[config.mk]
export PLATFORM = sky130hd
export DESIGN_NAME = sram_write_buffer
export DESIGN_NICKNAME = d
export VERILOG_FILES = /design/src/rtl/sram_write_buffer.sv
export SDC_FILE = /design/constraint.sdc
export NUM_CORES = 1
export LEC_CHECK = 0
export BUFFER_PORTS_ARGS = -buffer_cell sky130_fd_sc_hd__buf_2
export CAP_MARGIN = 20
export CORE_ASPECT_RATIO = 0.8
export CORE_MARGIN = 4
export CORE_UTILIZATION = 40
export DETAILED_ROUTE_END_ITERATION = 16
export GPL_ROUTABILITY_DRIVEN = 0
export PLACE_DENSITY = 0.59
export SLEW_MARGIN = 5
export SYNTH_ARGS = -nofsm -noshare
export SYNTH_HDL_FRONTEND = slang
export SYNTH_SLANG_ARGS = --single-unit
[constraint.sdc]
create_clock -name Clock -period 4.3 [get_ports Clock]
set_clock_uncertainty 0.2 [all_clocks]
set_input_delay 0.86 -clock Clock [delete_from_list [all_inputs] [get_ports Clock]]
set_output_delay 0.86 -clock Clock [all_outputs]
set_load 0.01 [all_outputs]
[src/rtl/sram_write_buffer.sv]
// sram_write_buffer: write-side front end for the async SRAM controller.
// Buffers producer words (data + byte enables) in a small FIFO, tags each
// with a sequential word address and offers them one at a time to the
// controller over a valid/ack handshake.
module sram_write_buffer #(
  parameter int DATA_W     = 16,
  parameter int ADDR_W     = 18,
  parameter int DEPTH_LOG2 = 3
) (
  input  logic                  Clock,
  input  logic                  Reset,
  input  logic [ADDR_W-1:0]     iStartAddr,
  input  logic                  iLoadAddr,
  input  logic [DATA_W-1:0]     iWrData,
  input  logic [1:0]            iWrByteEn,
  input  logic                  iWrValid,
  output logic                  oWrReady,
  output logic                  oReqValid,
  output logic [ADDR_W-1:0]     oReqAddr,
  output logic [DATA_W-1:0]     oReqData,
  output logic [1:0]            oReqByteEn,
  input  logic                  iReqAck,
  output logic [DEPTH_LOG2:0]   oCount,
  output logic                  oEmpty,
  output logic                  oFull,
  output logic                  oAddrWrap
);

  localparam int DEPTH   = 1 << DEPTH_LOG2;
  localparam int ENTRY_W = DATA_W + 2;
  localparam logic [DEPTH_LOG2:0] CNT_ONE  = (DEPTH_LOG2+1)'(1);
  localparam logic [DEPTH_LOG2:0] CNT_FULL = (DEPTH_LOG2+1)'(DEPTH);

  typedef enum logic {IDLE, REQ} state_t;

  // FIFO storage: each entry is {data, byte enables}
  logic [ENTRY_W-1:0]    mem [DEPTH];

  logic [DEPTH_LOG2-1:0] wr_ptr_reg, rd_ptr_reg;
  logic [DEPTH_LOG2-1:0] wr_ptr_inc, rd_ptr_inc;
  logic [DEPTH_LOG2:0]   count_reg, count_next;
  state_t                state_reg, state_next;
  logic [ADDR_W-1:0]     addr_cnt_reg, addr_cnt_next, addr_inc;
  logic [ADDR_W-1:0]     req_addr_reg, req_addr_next;
  logic [ENTRY_W-1:0]    req_entry_reg, req_entry_next;
  logic                  wrap_reg, wrap_next;
  logic                  push, pop;
  logic [ENTRY_W-1:0]    head, head_after_pop;

  assign oFull      = (count_reg == CNT_FULL);
  assign oEmpty     = (count_reg == '0);
  assign oCount     = count_reg;
  // Ready is held low during reset so nothing is accepted into a flushing FIFO
  assign oWrReady   = Reset & ~oFull;
  assign oReqValid  = (state_reg == REQ);
  assign oReqAddr   = req_addr_reg;
  assign oReqData   = req_entry_reg[ENTRY_W-1:2];
  assign oReqByteEn = req_entry_reg[1:0];
  assign oAddrWrap  = wrap_reg;

  assign push       = iWrValid & oWrReady;
  assign pop        = (state_reg == REQ) & iReqAck;
  assign wr_ptr_inc = wr_ptr_reg + 1'b1;
  assign rd_ptr_inc = rd_ptr_reg + 1'b1;
  assign addr_inc   = addr_cnt_reg + 1'b1;
  assign head       = mem[rd_ptr_reg];
  // With one entry left the next head is the word being pushed this cycle,
  // which is not in the array yet, so forward it straight from the input.
  assign head_after_pop = (count_reg > CNT_ONE) ? mem[rd_ptr_inc] : {iWrData, iWrByteEn};

  // Occupancy update from accepted push and pop
  always_comb begin
    count_next = count_reg;
    unique case ({push, pop})
      2'b10:   count_next = count_reg + 1'b1;
      2'b01:   count_next = count_reg - 1'b1;
      default: count_next = count_reg;
    endcase
  end

  // Next state, address counter and registered request fields
  always_comb begin
    state_next     = state_reg;
    addr_cnt_next  = addr_cnt_reg;
    req_addr_next  = req_addr_reg;
    req_entry_next = req_entry_reg;
    wrap_next      = 1'b0;
    unique case (state_reg)
      IDLE: begin
        if (iLoadAddr) addr_cnt_next = iStartAddr;
        if (count_reg != '0) begin
          state_next     = REQ;
          req_addr_next  = addr_cnt_reg;
          req_entry_next = head;
        end
      end
      REQ: begin
        if (iReqAck) begin
          addr_cnt_next = addr_inc;
          wrap_next     = (addr_cnt_reg == '1);
          if ((count_reg > CNT_ONE) || push) begin
            req_addr_next  = addr_inc;
            req_entry_next = head_after_pop;
          end else begin
            state_next = IDLE;
          end
        end
      end
      default: state_next = IDLE;
    endcase
  end

  // FIFO array write; contents need no reset since pointers define validity
  always_ff @(posedge Clock) begin
    if (push) mem[wr_ptr_reg] <= {iWrData, iWrByteEn};
  end

  // State, pointer, counter and request registers with synchronous reset
  always_ff @(posedge Clock) begin
    if (!Reset) begin
      state_reg     <= IDLE;
      wr_ptr_reg    <= '0;
      rd_ptr_reg    <= '0;
      count_reg     <= '0;
      addr_cnt_reg  <= '0;
      req_addr_reg  <= '0;
      req_entry_reg <= '0;
      wrap_reg      <= 1'b0;
    end else begin
      state_reg     <= state_next;
      count_reg     <= count_next;
      addr_cnt_reg  <= addr_cnt_next;
      req_addr_reg  <= req_addr_next;
      req_entry_reg <= req_entry_next;
      wrap_reg      <= wrap_next;
      if (push) wr_ptr_reg <= wr_ptr_inc;
      if (pop)  rd_ptr_reg <= rd_ptr_inc;
    end
  end

endmodule

==> impl.org, run 1 <==
** Clocking
- Once the clock tree was built, the setup fixing pass inserted 0 buffers.
- The number of hold buffers added after CTS was 0.
- The clock passes through at most 3 buffers.
- Clk slew on worst S/H paths :: 0.06 ns
- TritonCTS built the clock tree.
- The later pin in the worst-skew pair is clocked with a latency of 0.50 ns.
- In this run the number of H-tree levels came out at 1.
- Number of clock sinks :: 213
- Post_cts resized :: 0
- Clock tree synthesis selected as its root buffer the cell sky130_fd_sc_hd__clkbuf_16.
- CTS buffer count :: 23

** Logic synthesis
- In this run, synthesis inferred 144 flip-flops with an integrated enable.
- Leading register cell type out of synthesis :: sky130_fd_sc_hd__edfxtp_1
- After synthesis the netlist holds a flip-flop and latch count of 213.
- After synthesis, the share of flip-flops with an asynchronous set or reset is 0.
- Proportion of synthesized chip area in sequential cells :: 0.5644
- Synthesis produced a netlist with a net count of 799.
- After synthesis the cells add up to 0.01011 mm².
- Number of warning messages in the yosys log :: 0
- Post-Synthesis Mean Instance Area :: 13.48 µm²
- Gate Count Post-Synth :: 750
- The synthesized netlist contains 60 unique library cells.
- Yosys top cell area share :: 0.4277
- Cells taking the most area after synthesis :: sky130_fd_sc_hd__edfxtp_1 43%, sky130_fd_sc_hd__mux4_2 14%, sky130_fd_sc_hd__dfxtp_1 14%
- The synthesized design spends more area on one cell type than any other, namely sky130_fd_sc_hd__edfxtp_1.

** Route
- Total via count after detailed routing :: 6996
- DRC errors left :: 0
- Initial drt markers :: 580
- Detailed Routing Iterations Pass 1 :: 5
- In the routed layout, each cell is associated on average with a via count of 6.010.
- Antenna Nets Post-Route :: 0
- Detail-routed net length per standard cell :: 23.13 µm
- The final layout contains routed wiring with a total length of 26920 µm.

** STA
- The hold violation count in the final report was 0.
- Static timing analysis puts the maximum clock frequency at 348.1 MHz.
- Portion of the clock cycle consumed by the worst path in the final layout :: 0.6680
- In the final timing run, aggregate negative setup slack is 0 ns.
- In the post-route analysis, the smallest setup slack over all paths is 1.428 ns.
- Setup repair after global routing left no endpoint under its margin.
- The final number of max-transition violations was 0.
- Setup violations remaining at the end of the flow were counted as 0.
- Across all hold checks on the routed design, the worst slack comes to 0.2854 ns.
- Final critical-path required period :: 2.872 ns
- Measured against its own limit, the worst slew margin works out to 0.3219.
- Slew of the pin with the lowest slew margin :: 1.012 ns

** Final layout
- Leaving out fill and tap cells, the most frequent cell in the layout is sky130_fd_sc_hd__edfxtp_1.
- After the flow finishes, the layout carries non-filler instances totaling 1164.
- Layout cells sized above 1 :: 0.2849
- Highest-count cells in the layout ignoring fill and taps :: 144 x sky130_fd_sc_hd__edfxtp_1, 85 x sky130_fd_sc_hd__buf_2, 73 x sky130_fd_sc_hd__nand2_1
- Ranked by flip-flop count, first place goes to mem.
- The area growth from synthesis to layout is 15.92%.
- Net count, final :: 880
- Ant diodes :: 0
- Max FFs per register :: 144

** Place
- Post-Place Worst Slack :: 1.117 ns
- Instance count after placement with tap cells included :: 1122
- Port buffering added 85 buffers.
- Once detailed placement completed, the half-perimeter wirelength came to 18020 µm.

** Worst hold path
- The tightest min-delay check is of the flop to flop type.

** Die
- Die boundary height :: 150.2 µm
- Area of the die :: 0.02790 mm²
- Number of core rows :: 51
- The die is 185.7 µm wide.
- The core region is 0.02463 mm².
- Number of primary I/O pins :: 86
- Initial Util :: 0.4104

** Setup path
- Critical path fanouts, max :: 7
- The setup check on the worst reg-to-reg path leaves a slack of 1.45 ns.
- Data arrival time of the worst path :: 1.81 ns
- The worst setup path is of the flop to output port kind.
- STA classifies the critical path endpoint as an output port.
- At the worst endpoint, the required time is 3.24 ns.
- STA classifies the critical path startpoint as a flop.

** Global routing
- Global-route usage over all layers :: 0.1933
- Grt ovf :: 0
- Largest net degree at the start of global routing :: 38
- The number of antenna violations at the first check in global routing came to 1.
- The via count of the first global-routing pass was 6928.
- Global-route wire length before repair :: 41520 µm

** Pwr
- Power spread over the standard cell area amounts to 528.9 mW/mm².
- Leakage power :: 0.003913 µW
- The worst-case IR drop observed on VDD is 0.0003072 V.

** Run
- # Max-Cap Violations :: 0

** Outcome
- Result of the run :: complete, no violations
stage by stage:
stage / area [µm²] / total power (µW) / util
after global placement: 10940 / 4229 / 0.4441
after global routing: 11720 / 6500 / 0.4758
after detailed placement: 10940 / 4245 / 0.4441
after CTS: 11690 / 6239 / 0.4747
after floorplan: 10110 / 3665 / -
final: 11720 / 6198 / 0.4758
final timing paths:
| check | endpoint | depth (start not counted) | start |
|---|---|---|---|
| worst min register to register | rd_ptr_reg[1] | 2 | rd_ptr_reg[1] |
| worst min-delay path | rd_ptr_reg[1] | 2 | rd_ptr_reg[1] |
| worst max-delay path | oWrReady | 6 | oCount[0] |
| worst max register to register | oCount[3] | 9 | oCount[1] |
logic make-up after synthesis:
family | share of synthesized area
flip-flops | 0.5644
AND/OR/NAND/NOR | 0.1040
multiplexers | 0.1668
AO/OA/AOI/OAI | 0.1061
XOR/XNOR | 0.01894
adder cells (fa/ha/maj) | 0.009901
buffers and inverters | 0.02995
final cells by class:
class / count / area (µm²)
well taps: 318 / 397.9
clock inverters: 14 / 167.7
flip-flops and latches: 213 / 5708
clock buffers: 26 / 586.8
multi-input cells: 471 / 4156
fillers: 2169 / 12910
inverters: 10 / 37.54
repair buffers: 112 / 664.4
critical path: stages, from the launching register on:
cell and delay [ns]:
sky130_fd_sc_hd__dfxtp_1 0.47, sky130_fd_sc_hd__inv_1 0.11, sky130_fd_sc_hd__ha_1 0.22, sky130_fd_sc_hd__nand3b_1 0.18, sky130_fd_sc_hd__inv_1 0.11, sky130_fd_sc_hd__nor2_1 0.09
sky130_fd_sc_hd__buf_2 0.14
layer usage:
layer	track usage	up-vias	share of wire	wire length, µm
met4	0.03387	4	0.014	376
met2	0.2877	250	0.44	11850
met1	0.2968	3532	0.47	12780
met5	0.02182	-	0.0033	89
li1	-	3181	-	-
met3	0.03816	29	0.068	1829
power breakdown:
part	internal [µW]	total, µW	leakage [µW]	switching (µW)
combinational	698	1590	0.00167	887
sequential	2400	2620	0.00187	229
clock	1210	1990	0.000369	774
cell usage after synthesis, types with 5 or more instances:
cell	n
sky130_fd_sc_hd__edfxtp_1	144
sky130_fd_sc_hd__nand2_1	73
sky130_fd_sc_hd__dfxtp_1	69
sky130_fd_sc_hd__mux4_2	64
sky130_fd_sc_hd__nor3_1	32
sky130_fd_sc_hd__clkbuf_1	27
sky130_fd_sc_hd__o21ai_0	27
sky130_fd_sc_hd__nor2_1	25
sky130_fd_sc_hd__buf_2	23
sky130_fd_sc_hd__mux2i_1	20
sky130_fd_sc_hd__and3_1	19
sky130_fd_sc_hd__o32ai_1	18
sky130_fd_sc_hd__a211oi_1	16
sky130_fd_sc_hd__nand3_1	15
sky130_fd_sc_hd__o22ai_1	14
sky130_fd_sc_hd__o221ai_1	13
sky130_fd_sc_hd__a21oi_1	12
sky130_fd_sc_hd__a311oi_1	10
sky130_fd_sc_hd__nand4_1	10
sky130_fd_sc_hd__xnor2_1	10
sky130_fd_sc_hd__xor2_1	10
sky130_fd_sc_hd__a22oi_1	9
sky130_fd_sc_hd__inv_1	9
sky130_fd_sc_hd__ha_1	8
sky130_fd_sc_hd__o31ai_1	7
sky130_fd_sc_hd__buf_4	5
sky130_fd_sc_hd__o211ai_1	5
Note: power is estimated with default switching activity, not from simulation.
==> inputs of run 2 (changes only) <==
--- a/config.mk
+++ b/config.mk
@@ -12,7 +12,7 @@
 export CORE_UTILIZATION = 40
 export DETAILED_ROUTE_END_ITERATION = 16
 export GPL_ROUTABILITY_DRIVEN = 0
-export PLACE_DENSITY = 0.59
+export PLACE_DENSITY = 0.61
 export SLEW_MARGIN = 5
 export SYNTH_ARGS = -nofsm -noshare
 export SYNTH_HDL_FRONTEND = slang
==> constraint.sdc (replaced) <==
create_clock -name Clock -period 2.6 [get_ports Clock]
set_clock_uncertainty 0.2 [all_clocks]
set_input_delay 0.52 -clock Clock [delete_from_list [all_inputs] [get_ports Clock]]
set_output_delay 0.52 -clock Clock [all_outputs]
set_load 0.01 [all_outputs]
==> run 2 against run 1 <==
  * Setup slack lost 1.3 ns
  * First-iteration DRC count grew 13%
  * Combinational power grew 75%
  * Die area is the same
  * Final cell count grew 3.1%
  * Power grew 68%
  * Non-clock buffer count grew 33
  * Clock power grew 69%
  * Utilization grew 1.2 points
  * Wire length grew 3.5%
  * Largest cell class unchanged
==> impl.org, run 2 (synthesized netlist as in run 1, its figures left out) <==
** STA
- The final number of max-transition violations is 0 (unchanged).
- Of the available clock period, the critical path in the final layout requires 0.9499.
- The actual slew at the worst max-slew pin is 0.6510 ns (was 1.012 ns).
- Peak clock frequency supported by timing :: 404.9 MHz
- Final Hold Viols :: 0 (unchanged)
- The setup TNS is 0 ns (unchanged).
- Final critical-path required period :: 2.470 ns
- Unrepaired setup endpoints after global routing: false (unchanged).
- Setup violations, final :: 0 (unchanged)
- The worst max-slew margin expressed relative to the limit was 0.5650 (was 0.3219).

** Pwr
- Int Pwr :: 7222 µW (was 4308 µW)
- The share of power burned in combinational logic is 0.268 (was 0.256).
- Clk network pwr share :: 0.323 (was 0.321)
- Switching Power :: 3182 µW (was 1891 µW)
- Net Sw Frac :: 0.3058 (was 0.3050)
- The power density over the cells came to 866.3 mW/mm² (was 528.9 mW/mm²).
- The reported leakage power was 0.004090 µW (was 0.003913 µW).
- The peak ir drop on the vdd network came to 0.0004286 V (was 0.0003072 V).
- Part of the total power dissipated in sequential elements :: 0.410 (was 0.423)

** Setup path
- Critical path fanouts, max :: 5 (was 7)
- Family with the most delay on the worst path :: buffers and inverters (was flip-flops)
- Critical Path Source Type :: flop (unchanged)
- The longest individual stage delay on the worst path came to 0.34 ns (was 0.47 ns).
- The kind of capture point of the worst setup path is an output port (unchanged).
- Crit-path cells: inv_1, ha_1, nor3b_2, buf_4, buf_2 (was inv_1, ha_1, nand3b_1, inv_1, nor2_1, buf_2).
- WP data required :: 1.88 ns (was 3.24 ns)
- CP bufs+invs :: 3 (unchanged)
- The worst setup path category is flop to output port (unchanged).
- Cell with the largest stage delay on the worst path :: sky130_fd_sc_hd__dfxtp_1 (unchanged)
- Data arrival time of the worst path :: 1.75 ns (was 1.81 ns)

** Clocking
- The H-tree level count is 1 (unchanged).
- Number of clock sinks :: 213 (unchanged)
- Latest clock arrival within the worst-skew pair :: 0.50 ns (about the same)
- Worst-case clock buffer depth :: 3 (unchanged)
- Post_cts resized :: 0 (unchanged)
- Clk slew on worst S/H paths :: 0.06 ns (about the same)
- Number of buffers added for setup after CTS :: 0 (unchanged)
- The clock tree from TritonCTS is yes (unchanged).
- CTS buffer count :: 23 (unchanged)
- The clock root buffer is sky130_fd_sc_hd__clkbuf_16 (unchanged).
- Quantity of hold-fixing buffers added after cts :: 0 (unchanged)

** Route
- Detailed-route vias per instance :: 6.024 (was 6.010)
- DRC errors left :: 0 (unchanged)
- The wire length per cell came to 23.23 µm (was 23.13 µm).
- Initial drt markers :: 658 (was 580)
- Detailed Routing Iterations Pass 1 :: 5 (unchanged)
- Total via count after detailed routing :: 7229 (was 6996)
- The total length of routed wires was 27870 µm (was 26920 µm).
- The residual antenna-violating net count after detailed routing is 0 (unchanged).

** Die
- Core area :: 0.02463 mm² (unchanged)
- The initial core utilization came to 0.4104 (unchanged).
- The die width came to 185.7 µm (unchanged).
- The number of cell rows came to 51 (unchanged).
- The die boundary height is 150.2 µm (unchanged).
- Area of the die :: 0.02790 mm² (unchanged)
- The number of placed I/O pins was 86 (unchanged).

** Final layout
- Max FFs per register :: 144 (unchanged)
- The layout overhead on the synthesized area was 18.79% (was 15.92%).
- The register with the most flip-flops is mem (unchanged).
- The final design utilization was 0.4876 (was 0.4758).
- Highest-count cells in the layout ignoring fill and taps: 144 x sky130_fd_sc_hd__edfxtp_1, 85 x sky130_fd_sc_hd__buf_2, 73 x sky130_fd_sc_hd__nand2_1 (unchanged).
- Number of filler cells placed in the layout :: 2144 (was 2169)
- Most common library cell in the layout ignoring fill and taps :: sky130_fd_sc_hd__edfxtp_1 (unchanged)
- Net count, final :: 913 (was 880)
- Layout cells sized above 1 :: 0.3193 (was 0.2849)

** Place
- Post-DP HPWL :: 18440 µm (was 18020 µm)
- The number of I/O port buffers is 85 (unchanged).

** Global routing
- The leftover overflow at the end of global routing was 0 (unchanged).
- The global-route wire length before repair was 42860 µm (was 41520 µm).
- The via count of the first global-routing pass was 7114 (was 6928).
- Largest net degree at the start of global routing :: 38 (unchanged)
- Global-route usage over all layers :: 0.2005 (was 0.1933)
- Initial antenna violation count :: 2 (was 1)

** Outcome
- Result of the run: complete, no violations (unchanged).

** Run
- The total of max-cap violations was 0 (unchanged).

** Worst hold path
- The type of the most critical hold path is primary input to flop (was flop to flop).
==> run 2: changes by cell type in the layout (fill, tap and decap cells not counted) <==
cell	previous run	this run
sky130_fd_sc_hd__buf_4	23	57
sky130_fd_sc_hd__clkinv_1	5	1
sky130_fd_sc_hd__clkinv_2	5	9
sky130_fd_sc_hd__clkbuf_1	3	1
sky130_fd_sc_hd__clkinvlp_4	1	3
sky130_fd_sc_hd__diode_2	0	2
sky130_fd_sc_hd__buf_12	2	3
sky130_fd_sc_hd__buf_6	1	0
sky130_fd_sc_hd__buf_8	1	0
sky130_fd_sc_hd__inv_6	0	1
sky130_fd_sc_hd__nor3_2	4	3
sky130_fd_sc_hd__nor3_4	0	1
sky130_fd_sc_hd__nor4_2	1	0
sky130_fd_sc_hd__nor4_4	0	1
==> run 2: layout make-up <==
| cell class | instances | area [µm²] | share of cell area |
|---|---|---|---|
| clock buffer | 24 | 579.3 | 0.04824 |
| antenna | 2 | 5.005 | 0.0004168 |
| sequential | 213 | 5708 | 0.4753 |
| inverter | 10 | 37.54 | 0.003126 |
| clock inverter | 17 | 196.4 | 0.01636 |
| multi-input combinational | 471 | 4172 | 0.3474 |
| tap | 318 | 397.9 | 0.03313 |
| timing repair buffer | 145 | 913.4 | 0.07606 |
==> run 2: routing by layer <==
layer	wire length (µm)	track usage	vias to the layer above
met1	12370	0.3091	3606
met2	12520	0.2983	315
met3	2371	0.03261	50
li1	-	-	3256
met5	13	0	-
met4	595	0.04698	2
==> run 2: per-stage QoR <==
step / instances / hold WS, ns / instance area, µm² / power, µW / setup WS (ns)
after floorplan: 750 / 0.2541 / 10130 / 6063 / -0.5159
after global placement: 1157 / 0.2596 / 11230 / 7097 / 0.2456
after detailed placement: 1157 / 0.2667 / 11230 / 7130 / 0.1913
after CTS: 1198 / 0.05926 / 12000 / 10520 / 0.1094
after global routing: 1199 / 0.08462 / 12010 / 10940 / 0.002715
final: 1200 / 0.07779 / 12010 / 10400 / 0.1303
==> run 2: worst min-delay path: cells and delay by family <==
family | cells | cell delay [ns]
AOI/OAI and AO/OA | 1 | 0.05
buffers and inverters | 1 | 0.10
and+or+nand+nor | 1 | 0.05
==> run 2: power groups by stage <==
stage	Combinational [µW]	Clock, µW	Sequential [µW]
after global routing	3040	3600	4300
after global placement	2770	0	4330
final	2780	3360	4260
after CTS	2810	3450	4260
after detailed placement	2800	0	4330
after floorplan	1730	0	4330
==> run 2: worst paths after layout <==
| path | end | slack (ns) | cells after the start | from |
|---|---|---|---|---|
| setup / recovery | oEmpty | 0.13 | 5 | oCount[1] |
| hold / removal | addr_cnt_reg[3] | 0.08 | 3 | iStartAddr[3] |
| setup reg to reg | oCount[3] | 0.20 | 9 | oCount[1] |
| hold reg to reg | req_entry_reg[11] | 0.27 | 2 | req_entry_reg[11] |
==> inputs of run 3 (changes only) <==
--- a/config.mk
+++ b/config.mk
@@ -13,6 +13,7 @@
 export DETAILED_ROUTE_END_ITERATION = 16
 export GPL_ROUTABILITY_DRIVEN = 0
 export PLACE_DENSITY = 0.61
+export SETUP_SLACK_MARGIN = 0.15
 export SLEW_MARGIN = 5
 export SYNTH_ARGS = -nofsm -noshare
 export SYNTH_HDL_FRONTEND = slang
==> run 3 against run 2 <==
  * Non-clock buffer count is 11 lower
  * Count of clock-buffer cells in the layout is 3 higher
  * Critical endpoint is now oCount[3]
  * Wire length is 1.9% lower
  * Largest power group unchanged
  * Sequential share of layout area is 0.18 points lower
  * Largest cell class unchanged
  * Utilization is 0.20 points higher
  * Power is 0.70% higher
  * Hold slack worse by 0.0045 ns
  * Die area stayed put
  * Via count is 0.19% lower
  * Maximum frequency is 2.7% higher
  * Setup slack better by 0.066 ns
==> impl.org, run 3 (synthesized netlist as in run 1, its figures left out) <==
** Setup path
- Critical path capture point :: oCount[3] (was oEmpty)
- WP data required :: 2.78 ns (was 1.88 ns)
- Critical Path Source Type :: flop (unchanged)
- The number of buffer and inverter instances along the worst setup path came to 1 (was 3).
- Cells on worst reg2reg path :: 9 (unchanged)
- Launching instance or port of the critical path :: oCount[1] (unchanged)
- Cell with the largest stage delay on the worst path :: sky130_fd_sc_hd__or4b_2 (was sky130_fd_sc_hd__dfxtp_1)
- Critical path type :: flop to flop (was flop to output port)
- Critical path fanouts, max :: 5 (unchanged)
- Family with the most delay on the worst path :: simple AND/OR/NAND/NOR gates (was buffers and inverters)
- Crit-path cells :: inv_2, ha_1, nand3b_1, nand3_2, ha_2, or4b_2, a21oi_2, xnor2_1, nor2_1 (was inv_1, ha_1, nor3b_2, buf_4, buf_2)
- The longest individual stage delay on the worst path is 0.61 ns (was 0.34 ns).
- The terminus of the critical flop-to-flop path is oCount[3] (unchanged).
- The launch instance of the worst register-to-register path is oCount[1] (unchanged).
- The kind of capture point of the worst setup path is a flop (was output port).
- The slack of the worst reg-to-reg path came to 0.20 ns (about the same).
- The arrival time of data at the critical path endpoint is 2.59 ns (was 1.75 ns).
- The logic depth of the worst setup path including buffers came to 9 (was 5).

** Clocking
- Total number of H-tree levels :: 1 (unchanged)
- The TritonCTS buffer count is 24 (was 23).
- The clock root buffer was sky130_fd_sc_hd__clkbuf_16 (unchanged).
- Quantity of hold-fixing buffers added after cts :: 0 (unchanged)
- The clock tree from TritonCTS was yes (unchanged).
- Number of clock sinks :: 213 (unchanged)
- The largest buffer count on any clock path is 3 (unchanged).
- Clk slew on worst S/H paths :: 0.06 ns (about the same)
- Latest clock arrival within the worst-skew pair :: 0.51 ns (was 0.50 ns)

** Die
- Area of the die :: 0.02790 mm² (unchanged)
- The total core area was 0.02463 mm² (unchanged).
- The number of cell rows was 51 (unchanged).
- The number of placed I/O pins was 86 (unchanged).
- The die boundary height is 150.2 µm (unchanged).
- The initial core utilization is 0.4104 (unchanged).
- Die extent in x :: 185.7 µm (unchanged)

** Route
- Total via count after detailed routing :: 7215 (was 7229)
- The violation count after the first detailed-route iteration was 639 (was 658).
- Top layer used by detailed routing :: met5 (unchanged)
- The total iterations of the first detailed-routing run was 5 (unchanged).
- The wire length per cell was 22.95 µm (was 23.23 µm).
- The routed length on met2 is 12330 µm (was 12520 µm).
- The detailed route wirelength on metal3 came to 2272 µm (was 2371 µm).
- Total Wirelength :: 27340 µm (was 27870 µm)
- The total DRC errors in the routed layout was 0 (unchanged).
- Antenna Nets Post-Route :: 0 (unchanged)
- The met1 routed wirelength after detailed routing was 12290 µm (was 12370 µm).
- Detailed-route vias per instance :: 6.058 (was 6.024)

** Place
- Instance count after placement with tap cells included :: 1144 (was 1157)
- Post-DP HPWL :: 17440 µm (was 18440 µm)
- The pre-CTS setup slack is 0.1472 ns (was 0.1913 ns).
- The number of I/O port buffers came to 85 (unchanged).

** Final layout
- Layout cells sized above 1 :: 0.3096 (was 0.3193)
- Number of filler cells placed in the layout :: 2162 (was 2144)
- Final std cells w/o fill :: 1191 (was 1200)
- The most common library cell in the layout ignoring fill and taps is sky130_fd_sc_hd__edfxtp_1 (unchanged).
- Area overhead of the layout relative to synthesis :: 19.27% (was 18.79%)
- Max FFs per register :: 144 (unchanged)
- The register with the most flip-flops is mem (unchanged).
- Highest-count cells in the layout ignoring fill and taps :: 144 x sky130_fd_sc_hd__edfxtp_1, 85 x sky130_fd_sc_hd__buf_2, 73 x sky130_fd_sc_hd__nand2_1 (unchanged)
- The net count reported at finish came to 903 (was 913).

** Global routing
- Largest net degree at the start of global routing :: 55 (was 38)
- Via count of the first global-routing pass :: 7052 (was 7114)
- Global-route wire length before repair :: 42060 µm (was 42860 µm)
- The leftover overflow at the end of global routing came to 0 (unchanged).
- Initial antenna violation count :: 2 (unchanged)
- The overall routing resource usage came to 0.1955 (was 0.2005).

** STA
- The shortest period the worst path allows was 2.404 ns (was 2.470 ns).
- Unrepaired setup endpoints after global routing: true (was false).
- Setup violations, final :: 0 (unchanged)
- The share of the cycle needed by the critical path after routing came to 0.9246 (was 0.9499).
- The setup TNS was 0 ns (unchanged).
- The final number of max-transition violations was 0 (unchanged).
- The maximum operating frequency came to 416.0 MHz (was 404.9 MHz).
- Slew of the pin with the lowest slew margin :: 0.6900 ns (was 0.6510 ns)
- The worst max-slew margin expressed relative to the limit was 0.5390 (was 0.5650).
- Final Hold Viols :: 0 (unchanged)
- The worst setup margin came to 0.1959 ns (was 0.1303 ns).

** Worst hold path
- Depth of the worst hold-timing path :: 3 (unchanged)
- Tightest Hold Check Type :: primary input to flop (unchanged)

** Pwr
- Max rail drop VDD :: 0.0005305 V (was 0.0004286 V)
- Cell area power density :: 868.8 mW/mm² (was 866.3 mW/mm²)
- The reported leakage power came to 0.004057 µW (was 0.004090 µW).
- Final total power :: 10480 µW (was 10400 µW)

** Run
- # Max-Cap Violations :: 0 (unchanged)

** Outcome
- Result of the run :: complete, no violations (unchanged)
run 3: layout make-up:
type                    instances  area, µm²  share of cell area
clock buffers                  27      643.1             0.05334
multi-input cells             471       4197              0.3480
flip-flops and latches        213       5709              0.4735
repair buffers                134      909.6             0.07544
diodes                          1      2.502           0.0002075
inverters                      10      37.54            0.003113
well taps                     318      397.9             0.03300
clock inverters                17      161.4             0.01339
run 3: what timing repair did:
| action | in CTS | in global routing |
|---|---|---|
| resized for setup | 4 | 5 |
| pin swaps | 0 | 1 |
| hold endpoints to repair | 0 | 0 |
| setup buffers | 1 | 1 |
| endpoints found under the setup margin | 2 | 21 |
run 3: worst reg2reg max path, stage by stage, from the launching register on:
cell and delay, ns:
sky130_fd_sc_hd__dfxtp_2 0.34, sky130_fd_sc_hd__inv_2 0.08, sky130_fd_sc_hd__ha_1 0.17, sky130_fd_sc_hd__nand3b_1 0.17, sky130_fd_sc_hd__nand3_2 0.13, sky130_fd_sc_hd__ha_2 0.22, sky130_fd_sc_hd__or4b_2 0.61, sky130_fd_sc_hd__a21oi_2 0.17
sky130_fd_sc_hd__xnor2_1 0.12, sky130_fd_sc_hd__nor2_1 0.05
run 3: metrics by stage:
step | utilization | area (µm²) | hold WS [ns]
floorplan | - | 10140 | 0.2541
global placement | 0.4551 | 11210 | 0.2674
detailed placement | 0.4551 | 11210 | 0.2713
CTS | 0.4886 | 12040 | 0.05265
global route | 0.4895 | 12060 | 0.07678
finish | 0.4895 | 12060 | 0.07326
run 3: report_power, final:
| group | switching, µW | internal, µW |
|---|---|---|
| logic | 1590 | 1240 |
| clock network | 1340 | 2070 |
| registers | 277 | 3960 |
| total | 3210 | 7270 |
run 3: worst min path at each step:
| stage | start | end | slack [ns] |
|---|---|---|---|
| 2_1_floorplan | rd_ptr_reg[1] | flop | 0.25 |
| 3_3_place_gp | req_entry_reg[17] | req_entry_reg[17] | 0.27 |
| 3_5_place_dp | req_entry_reg[13] | req_entry_reg[13] | 0.27 |
| 4_1_cts | iStartAddr[3] | addr_cnt_reg[3] | 0.05 |
| 5_1_grt | iStartAddr[3] | addr_cnt_reg[3] | 0.08 |
| 6_report | iStartAddr[3] | addr_cnt_reg[3] | 0.07 |
run 3: per-layer routing:
metal | vias up | GRT usage
li1 | 3235 | -
met4 | 2 | 0.04224
met5 | - | 0
met1 | 3637 | 0.3040
met2 | 306 | 0.2875
met3 | 35 | 0.03502
